===== src/rtl/wfq_pkg.sv =====
// ============================================================================
// Module  : wfq_pkg
// Brief   : Shared types and default sizes for the WFQ dequeue controller.
// Revision: 1.0
// ============================================================================
`default_nettype none

package wfq_pkg;

    localparam int DEF_PKT_CNT_BITWIDTH = 13;
    localparam int DEF_WDOG_BITWIDTH    = 10;
    localparam int DEF_INIT_FLOOD_COUNT = 8;
    localparam int DEF_TC_ADDR_LATENCY  = 3;

    typedef enum logic [2:0] {
        S_INIT  = 3'd0,
        S_IDLE  = 3'd1,
        S_ADDR  = 3'd2,
        S_AWAIT = 3'd3,
        S_READ  = 3'd4,
        S_RWAIT = 3'd5,
        S_DEP   = 3'd6
    } state_t;

endpackage

`default_nettype wire


===== src/rtl/wfq_dequeue_ctrl_if.sv =====
// ============================================================================
// Module  : wfq_dequeue_ctrl_if
// Brief   : Request/status bundle between the dequeue controller and its
//           neighbours. wdog_err exists only with WFQ_DEQ_WATCHDOG_EN.
// Revision: 1.0
// ============================================================================
`default_nettype none

interface wfq_dequeue_ctrl_if
    import wfq_pkg::*;
#(
    parameter int PKT_CNT_BITWIDTH = DEF_PKT_CNT_BITWIDTH
);
    logic                        in_rd_packet_req;
    logic                        in_packet_arrival;
    logic                        wfq_ftag_odone;
    logic                        sb_empty;
    logic                        sb_packet_read_done;
    logic                        tc_ena2;
    logic                        tc_pak_addr_req;
    logic                        sb_rd_packet_req;
    logic                        wfq_packet_depart;
    logic                        init_done;
    logic                        busy;
    logic [PKT_CNT_BITWIDTH-1:0] backlog;
`ifdef WFQ_DEQ_WATCHDOG_EN
    logic                        wdog_err;
`endif

    modport slave (
        input  in_rd_packet_req, in_packet_arrival, wfq_ftag_odone,
               sb_empty, sb_packet_read_done,
        output tc_ena2, tc_pak_addr_req, sb_rd_packet_req,
               wfq_packet_depart, init_done, busy, backlog
`ifdef WFQ_DEQ_WATCHDOG_EN
        , output wdog_err
`endif
    );

    modport master (
        output in_rd_packet_req, in_packet_arrival, wfq_ftag_odone,
               sb_empty, sb_packet_read_done,
        input  tc_ena2, tc_pak_addr_req, sb_rd_packet_req,
               wfq_packet_depart, init_done, busy, backlog
`ifdef WFQ_DEQ_WATCHDOG_EN
        , input wdog_err
`endif
    );

endinterface

`default_nettype wire


===== src/rtl/wfq_sat_updown_cnt.sv =====
// ============================================================================
// Module  : wfq_sat_updown_cnt
// Brief   : Up/down counter that saturates at both ends; inc and dec in the
//           same cycle cancel out.
// Revision: 1.0
// ============================================================================
`default_nettype none

module wfq_sat_updown_cnt #(
    parameter int WIDTH = 13
) (
    input  wire logic             clk,
    input  wire logic             rst,
    input  wire logic             inc_i,
    input  wire logic             dec_i,
    output logic      [WIDTH-1:0] count_o
);

    logic [WIDTH-1:0] count_q;
    logic [WIDTH-1:0] count_d;

    always_comb begin
        count_d = count_q;
        if (inc_i && !dec_i && (count_q != '1)) begin
            count_d = count_q + WIDTH'(1);
        end else if (dec_i && !inc_i && (count_q != '0)) begin
            count_d = count_q - WIDTH'(1);
        end
    end

    always_ff @(posedge clk) begin
        if (rst) begin
            count_q <= '0;
        end else begin
            count_q <= count_d;
        end
    end

    assign count_o = count_q;

endmodule

`default_nettype wire


===== src/rtl/wfq_dequeue_ctrl.sv =====
// ============================================================================
// Module  : wfq_dequeue_ctrl
// Brief   : Sequences tag-tree flood, min-tag fetch, buffer read and depart
//           notification for the WFQ datapath, one packet in flight.
//           Optional: WFQ_DEQ_WATCHDOG_EN adds a read-completion watchdog.
// Revision: 1.0
// ============================================================================
`default_nettype none

module wfq_dequeue_ctrl
    import wfq_pkg::*;
#(
    parameter int INIT_FLOOD_COUNT = DEF_INIT_FLOOD_COUNT,
    parameter int TC_ADDR_LATENCY  = DEF_TC_ADDR_LATENCY,
    parameter int PKT_CNT_BITWIDTH = DEF_PKT_CNT_BITWIDTH
`ifdef WFQ_DEQ_WATCHDOG_EN
    , parameter int WDOG_BITWIDTH  = DEF_WDOG_BITWIDTH
`endif
) (
    input  wire logic        clk,
    input  wire logic        rst,
    wfq_dequeue_ctrl_if.slave bus
);

    localparam int FLOOD_W = $clog2(INIT_FLOOD_COUNT + 1);
    localparam int WAIT_W  = (TC_ADDR_LATENCY > 1) ? $clog2(TC_ADDR_LATENCY) : 1;

    state_t                      state_q, state_d;
    logic [FLOOD_W-1:0]          flood_cnt_q, flood_cnt_d;
    logic                        init_done_q;
    logic [WAIT_W-1:0]           wait_q, wait_d;
    logic                        seen_low_q, seen_low_d;
`ifdef WFQ_DEQ_WATCHDOG_EN
    logic [WDOG_BITWIDTH-1:0]    wdog_q, wdog_d;
    logic                        wdog_err_q, wdog_err_d;
`endif

    logic                        w_flood_full;
    logic                        w_addr_req;
    logic                        w_rd_req;
    logic                        w_depart;
    logic [PKT_CNT_BITWIDTH-1:0] w_pending;
    logic [PKT_CNT_BITWIDTH-1:0] w_backlog;

    assign w_flood_full = (flood_cnt_q == FLOOD_W'(INIT_FLOOD_COUNT));

    always_comb begin
        flood_cnt_d = flood_cnt_q;
        if (bus.wfq_ftag_odone && !w_flood_full) begin
            flood_cnt_d = flood_cnt_q + FLOOD_W'(1);
        end
    end

    wfq_sat_updown_cnt #(.WIDTH(PKT_CNT_BITWIDTH)) u_pending_cnt (
        .clk     (clk),
        .rst     (rst),
        .inc_i   (bus.in_rd_packet_req),
        .dec_i   (w_rd_req),
        .count_o (w_pending)
    );

    wfq_sat_updown_cnt #(.WIDTH(PKT_CNT_BITWIDTH)) u_backlog_cnt (
        .clk     (clk),
        .rst     (rst),
        .inc_i   (bus.in_packet_arrival),
        .dec_i   (w_depart),
        .count_o (w_backlog)
    );

    always_comb begin
        state_d    = state_q;
        wait_d     = wait_q;
        seen_low_d = seen_low_q;
        w_addr_req = 1'b0;
        w_rd_req   = 1'b0;
        w_depart   = 1'b0;
`ifdef WFQ_DEQ_WATCHDOG_EN
        wdog_d     = wdog_q;
        wdog_err_d = wdog_err_q;
`endif
        case (state_q)
            S_INIT: begin
                if (w_flood_full) state_d = S_IDLE;
            end
            S_IDLE: begin
                if ((w_pending != '0) && (w_backlog != '0) &&
                    !bus.sb_empty && bus.sb_packet_read_done) begin
                    state_d = S_ADDR;
                end
            end
            S_ADDR: begin
                w_addr_req = 1'b1;
                wait_d     = WAIT_W'(TC_ADDR_LATENCY - 1);
                state_d    = S_AWAIT;
            end
            S_AWAIT: begin
                if (wait_q == '0) state_d = S_READ;
                else              wait_d  = wait_q - WAIT_W'(1);
            end
            S_READ: begin
                w_rd_req   = 1'b1;
                seen_low_d = 1'b0;
`ifdef WFQ_DEQ_WATCHDOG_EN
                wdog_d     = '0;
`endif
                state_d    = S_RWAIT;
            end
            S_RWAIT: begin
                // A done level still high from the previous packet must fall first.
                if (!seen_low_q) begin
                    if (!bus.sb_packet_read_done) seen_low_d = 1'b1;
                end else if (bus.sb_packet_read_done) begin
                    state_d = S_DEP;
                end
`ifdef WFQ_DEQ_WATCHDOG_EN
                wdog_d = wdog_q + WDOG_BITWIDTH'(1);
                if (wdog_q == '1) begin
                    state_d    = S_IDLE;
                    wdog_err_d = 1'b1;
                end
`endif
            end
            S_DEP: begin
                w_depart = 1'b1;
                state_d  = S_IDLE;
            end
            default: state_d = S_INIT;
        endcase
    end

    always_ff @(posedge clk) begin
        if (rst) begin
            state_q     <= S_INIT;
            flood_cnt_q <= '0;
            init_done_q <= 1'b0;
            wait_q      <= '0;
            seen_low_q  <= 1'b0;
`ifdef WFQ_DEQ_WATCHDOG_EN
            wdog_q      <= '0;
            wdog_err_q  <= 1'b0;
`endif
        end else begin
            state_q     <= state_d;
            flood_cnt_q <= flood_cnt_d;
            init_done_q <= w_flood_full;
            wait_q      <= wait_d;
            seen_low_q  <= seen_low_d;
`ifdef WFQ_DEQ_WATCHDOG_EN
            wdog_q      <= wdog_d;
            wdog_err_q  <= wdog_err_d;
`endif
        end
    end

    assign bus.tc_ena2           = bus.wfq_ftag_odone & init_done_q;
    assign bus.tc_pak_addr_req   = w_addr_req;
    assign bus.sb_rd_packet_req  = w_rd_req;
    assign bus.wfq_packet_depart = w_depart;
    assign bus.init_done         = init_done_q;
    assign bus.busy              = (state_q != S_IDLE) && (state_q != S_INIT);
    assign bus.backlog           = w_backlog;
`ifdef WFQ_DEQ_WATCHDOG_EN
    assign bus.wdog_err          = wdog_err_q;
`endif

endmodule

`default_nettype wire


===== src/flat_wrapper.sv =====
// flat-port wrapper written by rule: the top's interface ports become plain ports
module wfq_dequeue_ctrl_flat import wfq_pkg::*;
#(
    parameter int INIT_FLOOD_COUNT = DEF_INIT_FLOOD_COUNT,
    parameter int TC_ADDR_LATENCY  = DEF_TC_ADDR_LATENCY,
    parameter int PKT_CNT_BITWIDTH = DEF_PKT_CNT_BITWIDTH

)
  (clk, rst, bus_in_rd_packet_req, bus_in_packet_arrival, bus_wfq_ftag_odone, bus_sb_empty, bus_sb_packet_read_done, bus_tc_ena2, bus_tc_pak_addr_req, bus_sb_rd_packet_req, bus_wfq_packet_depart, bus_init_done, bus_busy, bus_backlog);
  wfq_dequeue_ctrl_if #(.PKT_CNT_BITWIDTH(PKT_CNT_BITWIDTH)) bus_i ();
  input  wire logic clk;
  input  wire logic rst;
  input wire logic [$bits(bus_i.in_rd_packet_req)-1:0] bus_in_rd_packet_req;
  input wire logic [$bits(bus_i.in_packet_arrival)-1:0] bus_in_packet_arrival;
  input wire logic [$bits(bus_i.wfq_ftag_odone)-1:0] bus_wfq_ftag_odone;
  input wire logic [$bits(bus_i.sb_empty)-1:0] bus_sb_empty;
  input wire logic [$bits(bus_i.sb_packet_read_done)-1:0] bus_sb_packet_read_done;
  output wire logic [$bits(bus_i.tc_ena2)-1:0] bus_tc_ena2;
  output wire logic [$bits(bus_i.tc_pak_addr_req)-1:0] bus_tc_pak_addr_req;
  output wire logic [$bits(bus_i.sb_rd_packet_req)-1:0] bus_sb_rd_packet_req;
  output wire logic [$bits(bus_i.wfq_packet_depart)-1:0] bus_wfq_packet_depart;
  output wire logic [$bits(bus_i.init_done)-1:0] bus_init_done;
  output wire logic [$bits(bus_i.busy)-1:0] bus_busy;
  output wire logic [$bits(bus_i.backlog)-1:0] bus_backlog;
  assign bus_i.in_rd_packet_req = bus_in_rd_packet_req;
  assign bus_i.in_packet_arrival = bus_in_packet_arrival;
  assign bus_i.wfq_ftag_odone = bus_wfq_ftag_odone;
  assign bus_i.sb_empty = bus_sb_empty;
  assign bus_i.sb_packet_read_done = bus_sb_packet_read_done;
  assign bus_tc_ena2 = bus_i.tc_ena2;
  assign bus_tc_pak_addr_req = bus_i.tc_pak_addr_req;
  assign bus_sb_rd_packet_req = bus_i.sb_rd_packet_req;
  assign bus_wfq_packet_depart = bus_i.wfq_packet_depart;
  assign bus_init_done = bus_i.init_done;
  assign bus_busy = bus_i.busy;
  assign bus_backlog = bus_i.backlog;
  wfq_dequeue_ctrl #(.INIT_FLOOD_COUNT(INIT_FLOOD_COUNT), .TC_ADDR_LATENCY(TC_ADDR_LATENCY), .PKT_CNT_BITWIDTH(PKT_CNT_BITWIDTH)) u_core (.clk(clk), .rst(rst), .bus(bus_i));
endmodule

===== config.mk =====
export PLATFORM = sky130hd
export DESIGN_NAME = wfq_dequeue_ctrl_flat
export DESIGN_NICKNAME = d
export VERILOG_FILES = /design/src/rtl/wfq_pkg.sv /design/src/rtl/wfq_dequeue_ctrl_if.sv /design/src/rtl/wfq_sat_updown_cnt.sv /design/src/rtl/wfq_dequeue_ctrl.sv /design/src/flat_wrapper.sv
export SDC_FILE = /design/constraint.sdc
export NUM_CORES = 1
export LEC_CHECK = 0
export BUFFER_PORTS_ARGS = -buffer_cell sky130_fd_sc_hd__buf_2
export CAP_MARGIN = 20
export CELL_PAD_IN_SITES_DETAIL_PLACEMENT = 1
export CELL_PAD_IN_SITES_GLOBAL_PLACEMENT = 1
export CORE_UTILIZATION = 41
export DETAILED_ROUTE_END_ITERATION = 16
export HOLD_SLACK_MARGIN = 0.15
export PLACE_DENSITY_LB_ADDON = 0.05
export SETUP_SLACK_MARGIN = 0.4
export SLEW_MARGIN = 20
export SYNTH_ARGS = -nofsm -noshare
export SYNTH_HDL_FRONTEND = slang
export SYNTH_HIERARCHICAL = 1
export SYNTH_SLANG_ARGS = --single-unit

===== constraint.sdc =====
create_clock -name clk -period 2.6 [get_ports clk]
set_input_delay 0.13 -clock clk [delete_from_list [all_inputs] [get_ports clk]]
set_output_delay 0.13 -clock clk [all_outputs]
set_load 0.02 [all_outputs]

==> impl_metrics.json, run 1 <==
{
  "clkSlewWorstSetupHoldPaths_ns": 0.08,
  "drt-total-wl_mm": 13.68,
  "postSynthAreaPerCell_um2": 8.051,
  "half_perimeter_wire_length_after_detailed_placement_mm": 7.410,
  "worst-slew-pin-transition_ns": 0.6832,
  "unrepaired_setup_endpoints_after_global_routing": "yes",
  "clock.fmax_mhz": 350.9,
  "ir_drop_v": 0.0002622,
  "worst-endpoint-required_ns": 2.85,
  "totalPowerFinal_mw": 2.348,
  "max_slew_margin_pct": 54.45,
  "route.detailed.vias_per_inst": 6.357,
  "hold_path.class": "input pin to flip-flop",
  "clock_sink_count": 37,
  "final.min_clock_period_ns": 2.850,
  "dieHeight_um": 87.81,
  "syn_to_final_growth_pct": 48.61,
  "drt_iter0_markers": 206,
  "yosys.cell_count.top_type": "sky130_fd_sc_hd__a21oi_1",
  "ant_nets": 0,
  "yosys_warnings": 6,
  "synth_top_cell_by_area": "sky130_fd_sc_hd__dfxtp_1",
  "crit_path_max_fanout": 5,
  "htree_levels": 2,
  "clockRootBuffer": "sky130_fd_sc_hd__clkbuf_8",
  "antenna_cells_inserted": 0,
  "drc_errors": 0,
  "criticalPathCategory": "flip-flop to flip-flop",
  "drt-wirelength-per-cell_um": 23.79,
  "launching_element_type_of_the_critical_path": "flip-flop",
  "final_setup_viols": 10,
  "synth.ff_latch_count": 37,
  "setup_ws_ns": -0.2499,
  "power-per-cell-area_nw_per_um2": 523.3,
  "num_rows": 30,
  "synthesis.instances": 375,
  "grt_pass1_vias": 3564,
  "timing.final.hold_violations": 0,
  "buffer_ports.inserted": 25,
  "grtUsageTotal_pct": 32.55,
  "floorplan.initialDensity_pct": 43.48,
  "synth.top_cells.by_area": "sky130_fd_sc_hd__dfxtp_1, sky130_fd_sc_hd__ha_1, sky130_fd_sc_hd__a21oi_1, sky130_fd_sc_hd__nand2_1, sky130_fd_sc_hd__nor2_1",
  "detailedPlace.worstSlack_ns": -0.1038,
  "via_count": 3655,
  "clk-insertion-delay-late_ns": 0.31,
  "grt_first_pass_wirelength_mm": 18.98,
  "postSynth.topFlopCell": "sky130_fd_sc_hd__dfxtp_1",
  "finish.net_count": 512,
  "report.final.slew_viol_count": 0,
  "synth_top_area_share_pct": 24.53,
  "synth_area_um2": 3019,
  "core_area_um2": 6944,
  "initial_antenna_violation_count": 0,
  "globalRouteOverflowTotal": 0,
  "violated_checks": "setup timing",
  "dieArea_um2": 7711,
  "cts_buffer_depth": 2,
  "place.gp.congestion": 0.8289,
  "synth.distinct_cells": 55,
  "cts_tree": "built",
  "drv.max_cap_violation_count": 0,
  "finalCritPeriodShare_pct": 109.6,
  "asyncSetResetFlopFracSynth_pct": 0,
  "power_leakage_nw": 1.861,
  "cp_endpoint_kind": "flip-flop",
  "synthesis.nets": 409,
  "clock-skew-final_ns": 0.006558,
  "ios": 26,
  "drive_gt1_share_pct": 48.85,
  "chipWidth_um": 87.81,
  "detail_route.first_pass.iterations": 4,
  "synth.cells.most_frequent": "sky130_fd_sc_hd__a21oi_1, sky130_fd_sc_hd__dfxtp_1, sky130_fd_sc_hd__nand2_1",
  "status": "finished, violations left",
  "worst-endpoint-arrival_ns": 3.10,
  "ys_seq_area_share_pct": 24.53,
  "cts_inserted_buffers": 5,
  "synth-edff-count": 0,
  "grt_max_degree": 30
}
-- worst paths after layout --
path / cells after the start / slack [ns] / start / endpoint
worst max-delay path: 12 / -0.25 / u_core/state_q[2] / u_core/u_backlog_cnt/count_o[12]
worst min-delay path: 2 / 0.37 / rst / u_core/u_backlog_cnt/count_o[7]
worst max register to register: 12 / -0.25 / u_core/state_q[2] / u_core/u_backlog_cnt/count_o[12]
worst min register to register: 2 / 0.50 / u_core/wait_q[0] / u_core/wait_q[0]
-- layout by cell type (no fill, tap or decap), drive strengths merged, types with 3 or more instances in the layout --
cell type / instances
xnor2: 5
nand3: 14
a21oi: 41
o21ai: 15
or3: 6
nand2: 30
xor2: 6
o211ai: 10
dfxtp: 37
nor3: 14
or2: 6
ha: 25
nor2: 29
nand3b: 3
nand2b: 12
o41ai: 4
a21o: 3
o22ai: 4
nor2b: 5
nor4: 14
a211oi: 10
inv: 21
buf: 105
o21a: 5
nand4: 11
clkbuf: 7
-- metal layers --
layer,share of wire (%),GRT usage (%),vias up
met1,39,38.73,1835
met2,52,58.35,152
met5,0,0,-
met4,5.1,15.50,0
li1,-,-,1609
met3,3.8,3.393,59
-- registers in the layout (all words and copies together), names as in the netlist --
| signal | flops |
|---|---|
| u_core/wait_q | 2 |
| u_core/u_pending_cnt/count_o | 13 |
| u_core/state_q | 3 |
| u_core/u_backlog_cnt/count_o | 13 |
| u_core/bus.init_done | 1 |
| u_core/seen_low_q | 1 |
| u_core/flood_cnt_q | 4 |
-- critical path: stages, from the launching register on --
cell and delay (ns):
sky130_fd_sc_hd__dfxtp_2 0.37, sky130_fd_sc_hd__nand2_1 0.11, sky130_fd_sc_hd__nor2_4 0.05, sky130_fd_sc_hd__nand2b_4 0.13
sky130_fd_sc_hd__or2_4 0.28, sky130_fd_sc_hd__buf_12 0.15, sky130_fd_sc_hd__ha_4 0.30, sky130_fd_sc_hd__o211ai_1 0.08
sky130_fd_sc_hd__buf_4 0.16, sky130_fd_sc_hd__a211oi_4 0.27, sky130_fd_sc_hd__o211ai_2 0.18, sky130_fd_sc_hd__a2111oi_1 0.52
sky130_fd_sc_hd__or3_1 0.18
-- layout make-up --
class	instances	area (um^2)
clock buffers	7	86.33
fillers	819	2457
clock inverters	1	7.507
inverters	21	81.33
multi-input cells	306	2620
flip-flops and latches	37	794.5
repair buffers	107	777.0
well taps	96	120.1
-- report_power, final --
| part | leakage, nW | switching [mW] | internal [mW] | total, mW |
|---|---|---|---|---|
| Sequential | 0.316 | 0.0435 | 0.629 | 0.673 |
| Clock | 0.0445 | 0.254 | 0.216 | 0.471 |
| Combinational | 1.50 | 0.681 | 0.523 | 1.20 |
-- what timing repair did --
item / CTS / global route
buffers inserted: 18 / 12
gates cloned: 1 / 0
hold endpoints to repair: 2 / 0
pin swaps: 31 / 29
gates resized for setup: 57 / 29
hold buffers: 2 / 0
endpoints found under the setup margin: 19 / 22
-- logic make-up after synthesis --
| kind of cell | share of synthesized area, % |
|---|---|
| AOI/OAI and AO/OA | 26.44 |
| xor gates and xnor gates | 3.191 |
| DFF | 24.53 |
| muxes | 0.3316 |
| adders and majority gates | 11.69 |
| and+or+nand+nor | 28.55 |
| buffers and inverters | 5.263 |
-- through the flow --
| stage | setup TNS (ns) | hold WS (ns) | cell area (um^2) | cells | util, % |
|---|---|---|---|---|---|
| after global routing | -2.054 | 0.3917 | 4487 | 575 | 64.61 |
| final | -1.043 | 0.3698 | 4487 | 575 | 64.61 |
| after detailed placement | -0.3631 | 0.4551 | 3741 | 534 | 53.87 |
| after global placement | -0.04732 | 0.4430 | 3741 | 534 | 53.87 |
| after CTS | -0.003774 | 0.3249 | 4265 | 563 | 61.42 |
| after floorplan | -0.01905 | 0.2900 | 3198 | 375 | - |
No activity file was read; power rests on OpenSTA's default activity.
==> run 2, diff against run 1 <==
--- a/config.mk
+++ b/config.mk
@@ -12,7 +12,7 @@
 export CORE_UTILIZATION = 41
 export DETAILED_ROUTE_END_ITERATION = 16
 export HOLD_SLACK_MARGIN = 0.15
-export PLACE_DENSITY_LB_ADDON = 0.05
+export PLACE_DENSITY = 0.74
 export SETUP_SLACK_MARGIN = 0.4
 export SLEW_MARGIN = 20
 export SYNTH_ARGS = -nofsm -noshare
==> impl_metrics.json, run 2 (synthesis results as in run 1) <==
{
  "grtUsageTotal_pct": 30.88,
  "clock_sink_count": 37,
  "finish.net_count": 509,
  "crit_path_cell_trace": "nand4_1 -> nor4_4 -> or2_4 -> ha_1 -> a21oi_1 -> o21ai_2 -> o211ai_2 -> a211oi_1 -> or3_1",
  "launching_element_type_of_the_critical_path": "flip-flop",
  "hold_path.class": "input pin to flip-flop",
  "layout_common_cells": "sky130_fd_sc_hd__buf_4, sky130_fd_sc_hd__nand2_1, sky130_fd_sc_hd__nor2_1",
  "setup-tns-final_ns": -0.8296,
  "power-per-cell-area_nw_per_um2": 523.0,
  "power.sequential.fraction_pct": 28.6,
  "route.detailed.vias_per_inst": 6.276,
  "drive_gt1_share_pct": 46.01,
  "antenna_cells_inserted": 0,
  "placed_cells": 539,
  "worst-endpoint-required_ns": 2.78,
  "unrepaired_setup_endpoints_after_global_routing": "yes",
  "drv.max_cap_violation_count": 0,
  "worst-endpoint-arrival_ns": 3.02,
  "cts_tree": "built",
  "nFillCells": 796,
  "power_leakage_nw": 1.857,
  "core_area_um2": 6944,
  "grt_max_degree": 30,
  "chipWidth_um": 87.81,
  "max_slew_margin_pct": 42.78,
  "criticalPathCategory": "flip-flop to flip-flop",
  "critPathSlowestCell": "sky130_fd_sc_hd__or3_1",
  "timing.final.hold_violations": 0,
  "detail_route.first_pass.iterations": 5,
  "setup_ws_ns": -0.2348,
  "status": "finished, violations left",
  "dieHeight_um": 87.81,
  "swShare_pct": 40.58,
  "p_sw_mw": 0.9440,
  "drt-total-wl_mm": 12.57,
  "final_setup_viols": 9,
  "drt-wirelength-per-cell_um": 21.98,
  "ir_drop_v": 0.0003252,
  "power_frac_comb_pct": 50.4,
  "half_perimeter_wire_length_after_detailed_placement_mm": 7.585,
  "crit_path_max_fanout": 5,
  "drc_errors": 0,
  "via_count": 3590,
  "htree_levels": 2,
  "register_area_um2": 790.8,
  "detailedPlace.worstSlack_ns": -0.1158,
  "cts_inserted_buffers": 5,
  "globalRouteOverflowTotal": 0,
  "dieArea_um2": 7711,
  "report.final.slew_viol_count": 0,
  "syn_to_final_growth_pct": 47.33,
  "finish.cell_count_without_fillers": 572,
  "violated_checks": "setup timing",
  "buffer_ports.inserted": 25,
  "power.internal_mw": 1.382,
  "clkSlewWorstSetupHoldPaths_ns": 0.09,
  "clockRootBuffer": "sky130_fd_sc_hd__clkbuf_8",
  "clock-skew-final_ns": 0.009156,
  "drt_iter0_markers": 190,
  "initial_antenna_violation_count": 0,
  "finalCritPeriodShare_pct": 109.0,
  "final_common_cell": "sky130_fd_sc_hd__buf_4",
  "worst-slew-pin-transition_ns": 0.8576,
  "cts_buffer_depth": 2,
  "grt_first_pass_wirelength_mm": 17.99,
  "grt_pass1_vias": 3553,
  "ios": 26,
  "final.min_clock_period_ns": 2.835,
  "clock.fmax_mhz": 352.8,
  "footprint_of_the_multi_input_gates_um2": 2597,
  "power.share.clock_pct": 21.0,
  "place.gp.congestion": 0.8608,
  "floorplan.initialDensity_pct": 43.48,
  "clk-insertion-delay-late_ns": 0.30,
  "cp_endpoint_kind": "flip-flop",
  "num_rows": 30,
  "ant_nets": 0,
  "cpPeakStageDelay_ns": 0.41
}
[run 2: critical path: cells and delay by family, from the launching register on]
family / cells / cell delay (ns)
compound gates: 4 / 0.88
flops: 1 / 0.35
simple gates: 4 / 1.18
fa+ha+maj: 1 / 0.31
[run 2: final cells by class]
cell class / instances / area share, %
multi-input combinational: 306 / 58.40
sequential: 37 / 17.78
timing repair buffer: 104 / 16.93
tap: 96 / 2.700
clock buffer: 6 / 2.110
inverter: 21 / 1.772
clock inverter: 2 / 0.3094
[run 2: repair_timing]
action	4_1_cts	5_1_grt
endpoints found under the hold margin	2	0
hold buffers	2	0
resized for setup	54	24
pin swaps	36	16
buffers inserted	15	7
cloned	1	0
setup endpoints to repair	20	22
[run 2: layer usage]
metal | global-route usage (%) | up-vias | part of all wire [%]
met4 | 14.75 | 0 | 4.4
met1 | 35.66 | 1774 | 40
met5 | 0 | - | 0
li1 | - | 1602 | -
met2 | 55.88 | 162 | 50
met3 | 4.241 | 52 | 5.3
[run 2: power groups by stage]
| stage | clock (mW) | sequential [mW] | combinational, mW |
|---|---|---|---|
| 6_report | 0.489 | 0.665 | 1.17 |
| 5_1_grt | 0.525 | 0.670 | 1.23 |
| 4_1_cts | 0.499 | 0.662 | 1.02 |
| 3_5_place_dp | 0 | 0.673 | 0.885 |
| 3_3_place_gp | 0 | 0.670 | 0.857 |
| 2_1_floorplan | 0 | 0.738 | 0.508 |
[run 2: path summary, 6_finish.rpt]
kind / start / end / slack [ns] / depth (start not counted)
setup reg to reg: u_core/u_pending_cnt/count_o[8] / u_core/u_pending_cnt/count_o[12] / -0.23 / 9
setup / recovery: u_core/u_pending_cnt/count_o[8] / u_core/u_pending_cnt/count_o[12] / -0.23 / 9
hold reg to reg: u_core/wait_q[0] / u_core/wait_q[0] / 0.49 / 2
hold / removal: bus_sb_empty / u_core/state_q[1] / 0.36 / 5
[run 2: through the flow]
| step | hold WS, ns | cell area, um^2 | total power [mW] | util, % |
|---|---|---|---|---|
| after floorplan | 0.2900 | 3198 | 1.246 | - |
| after global placement | 0.4456 | 3766 | 1.527 | 54.23 |
| after detailed placement | 0.4635 | 3766 | 1.558 | 54.23 |
| after CTS | 0.3583 | 4260 | 2.177 | 61.35 |
| after global routing | 0.4030 | 4448 | 2.428 | 64.05 |
| final | 0.3594 | 4448 | 2.326 | 64.05 |
==> run 3, diff against run 2 <==
--- a/config.mk
+++ b/config.mk
@@ -9,6 +9,7 @@
 export CAP_MARGIN = 20
 export CELL_PAD_IN_SITES_DETAIL_PLACEMENT = 1
 export CELL_PAD_IN_SITES_GLOBAL_PLACEMENT = 1
+export CORE_ASPECT_RATIO = 1.2
 export CORE_UTILIZATION = 41
 export DETAILED_ROUTE_END_ITERATION = 16
 export HOLD_SLACK_MARGIN = 0.15
==> impl_metrics.json, run 3 (synthesis results as in run 1) <==
{
  "whs_ns": 0.1653,
  "final_setup_viols": 7,
  "clock.fmax_mhz": 368.1,
  "launching_element_type_of_the_critical_path": "flip-flop",
  "cpPeakStageDelay_ns": 0.40,
  "internal_reg_to_reg_setup_slack_ns": -0.12,
  "unrepaired_setup_endpoints_after_global_routing": "yes",
  "drc_errors": 0,
  "critPathBufInv": 1,
  "syn_to_final_growth_pct": 52.18,
  "report.final.slew_viol_count": 0,
  "ir_drop_v": 0.0003272,
  "hp-start": "bus_sb_packet_read_done",
  "drv.max_cap_violation_count": 0,
  "timing.final.hold_violations": 0,
  "setup_ws_ns": -0.1165,
  "clock-skew-final_ns": 0.01064,
  "clock_sink_count": 37,
  "crit_path_cell_trace": "nand4_1 -> nor4_4 -> or2_4 -> inv_2 -> fa_2 -> nand2b_4 -> a211oi_4 -> o211ai_1 -> a2111o_1 -> o311ai_1",
  "globalRouteOverflowTotal": 0,
  "setup-tns-final_ns": -0.5758,
  "min_path_cells": 4,
  "drt-total-wl_mm": 13.17,
  "register_area_um2": 795.8,
  "dieArea_um2": 7712,
  "htree_levels": 2,
  "grt_pass1_vias": 3711,
  "final.min_clock_period_ns": 2.716,
  "crit_path_max_fanout": 5,
  "detail_route.first_pass.iterations": 4,
  "route.detailed.vias_per_inst": 6.348,
  "via_count": 3580,
  "num_rows": 33,
  "grt_first_pass_wirelength_mm": 18.04,
  "clk-insertion-delay-late_ns": 0.31,
  "layout_common_cells": "sky130_fd_sc_hd__buf_4, sky130_fd_sc_hd__nor2_1, sky130_fd_sc_hd__buf_2, sky130_fd_sc_hd__nand2_1, sky130_fd_sc_hd__a21oi_1",
  "placed_cell_area_um2": 3740,
  "cts_tree": "built",
  "chipWidth_um": 80.34,
  "worst-endpoint-arrival_ns": 2.92,
  "grt_max_degree": 27,
  "clkSlewWorstSetupHoldPaths_ns": 0.09,
  "finish.net_count": 510,
  "place.gp.congestion": 0.8446,
  "footprint_of_the_multi_input_gates_um2": 2720,
  "dieHeight_um": 96,
  "buffer_ports.inserted": 25,
  "power_leakage_nw": 1.879,
  "drive_gt1_share_pct": 51.57,
  "totalPowerFinal_mw": 2.525,
  "cts_buffer_depth": 2,
  "worst-endpoint-required_ns": 2.80,
  "grtUsageTotal_pct": 30.96,
  "nFillCells": 793,
  "floorplan.initialDensity_pct": 43.27,
  "antenna_cells_inserted": 0,
  "drt_iter0_markers": 144,
  "finalCritPeriodShare_pct": 104.5,
  "post-route-util_pct": 65.84,
  "min_to": "u_core/seen_low_q",
  "power-per-cell-area_nw_per_um2": 549.5,
  "critPathSlowestCell": "sky130_fd_sc_hd__dfxtp_1",
  "worst-r2r-cell-count": 10,
  "final_common_cell": "sky130_fd_sc_hd__buf_4",
  "ios": 26,
  "drt-wirelength-per-cell_um": 23.35,
  "core_area_um2": 6978,
  "violated_checks": "setup timing",
  "status": "finished, violations left",
  "cts_inserted_buffers": 5,
  "half_perimeter_wire_length_after_detailed_placement_mm": 7.782,
  "worstReg2RegEnd": "u_core/u_pending_cnt/count_o[10]",
  "timing.rr.start": "u_core/u_pending_cnt/count_o[9]",
  "cp_endpoint_kind": "flip-flop",
  "critical-path-top-delay-family": "compound AO/OA/AOI/OAI gates",
  "criticalPathCategory": "flip-flop to flip-flop",
  "max_slew_margin_pct": 53.28,
  "final_design_area_no_fill_um2": 4594,
  "hold_path.class": "input pin to flip-flop",
  "clockRootBuffer": "sky130_fd_sc_hd__clkbuf_8",
  "worst-slew-pin-transition_ns": 0.7008,
  "initial_antenna_violation_count": 0,
  "ant_nets": 0
}
run 3: cell types whose count changed in the layout (fill, tap and decap cells not counted), sizes merged:
cell,change
buf,+2
clkinv,-1
bufinv,+2
clkbuf,-1
dlygate4sd3,-1
run 3: how the worst max path moves through the flow:
stage	from	endpoint	slack [ns]	depth (start not counted)
after floorplan	u_core/state_q[1]	u_core/u_pending_cnt/count_o[10]	-0.01	12
after global placement	u_core/state_q[1]	u_core/u_pending_cnt/count_o[12]	-0.07	10
after detailed placement	u_core/state_q[1]	u_core/u_pending_cnt/count_o[12]	-0.12	10
after CTS	u_core/u_pending_cnt/count_o[3]	u_core/u_pending_cnt/count_o[12]	0.01	10
after global routing	u_core/u_pending_cnt/count_o[7]	u_core/u_pending_cnt/count_o[10]	-0.24	10
final	u_core/u_pending_cnt/count_o[9]	u_core/u_pending_cnt/count_o[10]	-0.12	10
run 3: area by class of cell:
| cell class | count | area share (%) |
|---|---|---|
| flip-flops and latches | 37 | 17.32 |
| multi-input cells | 306 | 59.20 |
| inverters | 21 | 1.770 |
| repair buffers | 105 | 16.34 |
| clock buffers | 5 | 1.498 |
| well taps | 87 | 2.369 |
| clock inverters | 3 | 1.498 |
run 3: through the flow:
stage                     std cells  setup slack (ns)
after detailed placement        528           -0.1194
final                           564           -0.1165
after global routing            564           -0.2416
after global placement          528          -0.06907
after floorplan                 375          -0.01467
after CTS                       555           0.01219
run 3: layer usage:
metal / vias up / part of all wire, % / GRT usage, %
met5: - / 0 / 0
met4: 0 / 4.8 / 15.48
li1: 1611 / - / -
met3: 57 / 3.2 / 5.024
met1: 1779 / 37 / 29.66
met2: 133 / 55 / 62.54
run 3: repair_timing:
item,in CTS,in global routing
setup buffers,17,9
setup endpoints to repair,20,24
gates resized for setup,69,37
hold endpoints to repair,1,0
hold buffers,1,0
cloned,1,0
pin swaps,40,36
run 3: power breakdown:
part	internal, mW	switching [mW]	total [mW]	leakage [nW]
sequential	0.629	0.0521	0.681	0.316
clock	0.387	0.255	0.642	0.0687
combinational	0.530	0.672	1.20	1.49
run 3: worst min-delay path: cells and delay by family:
kind / cells / cell delay, ns
buf+inv: 1 / 0.11
simple gates: 3 / 0.19
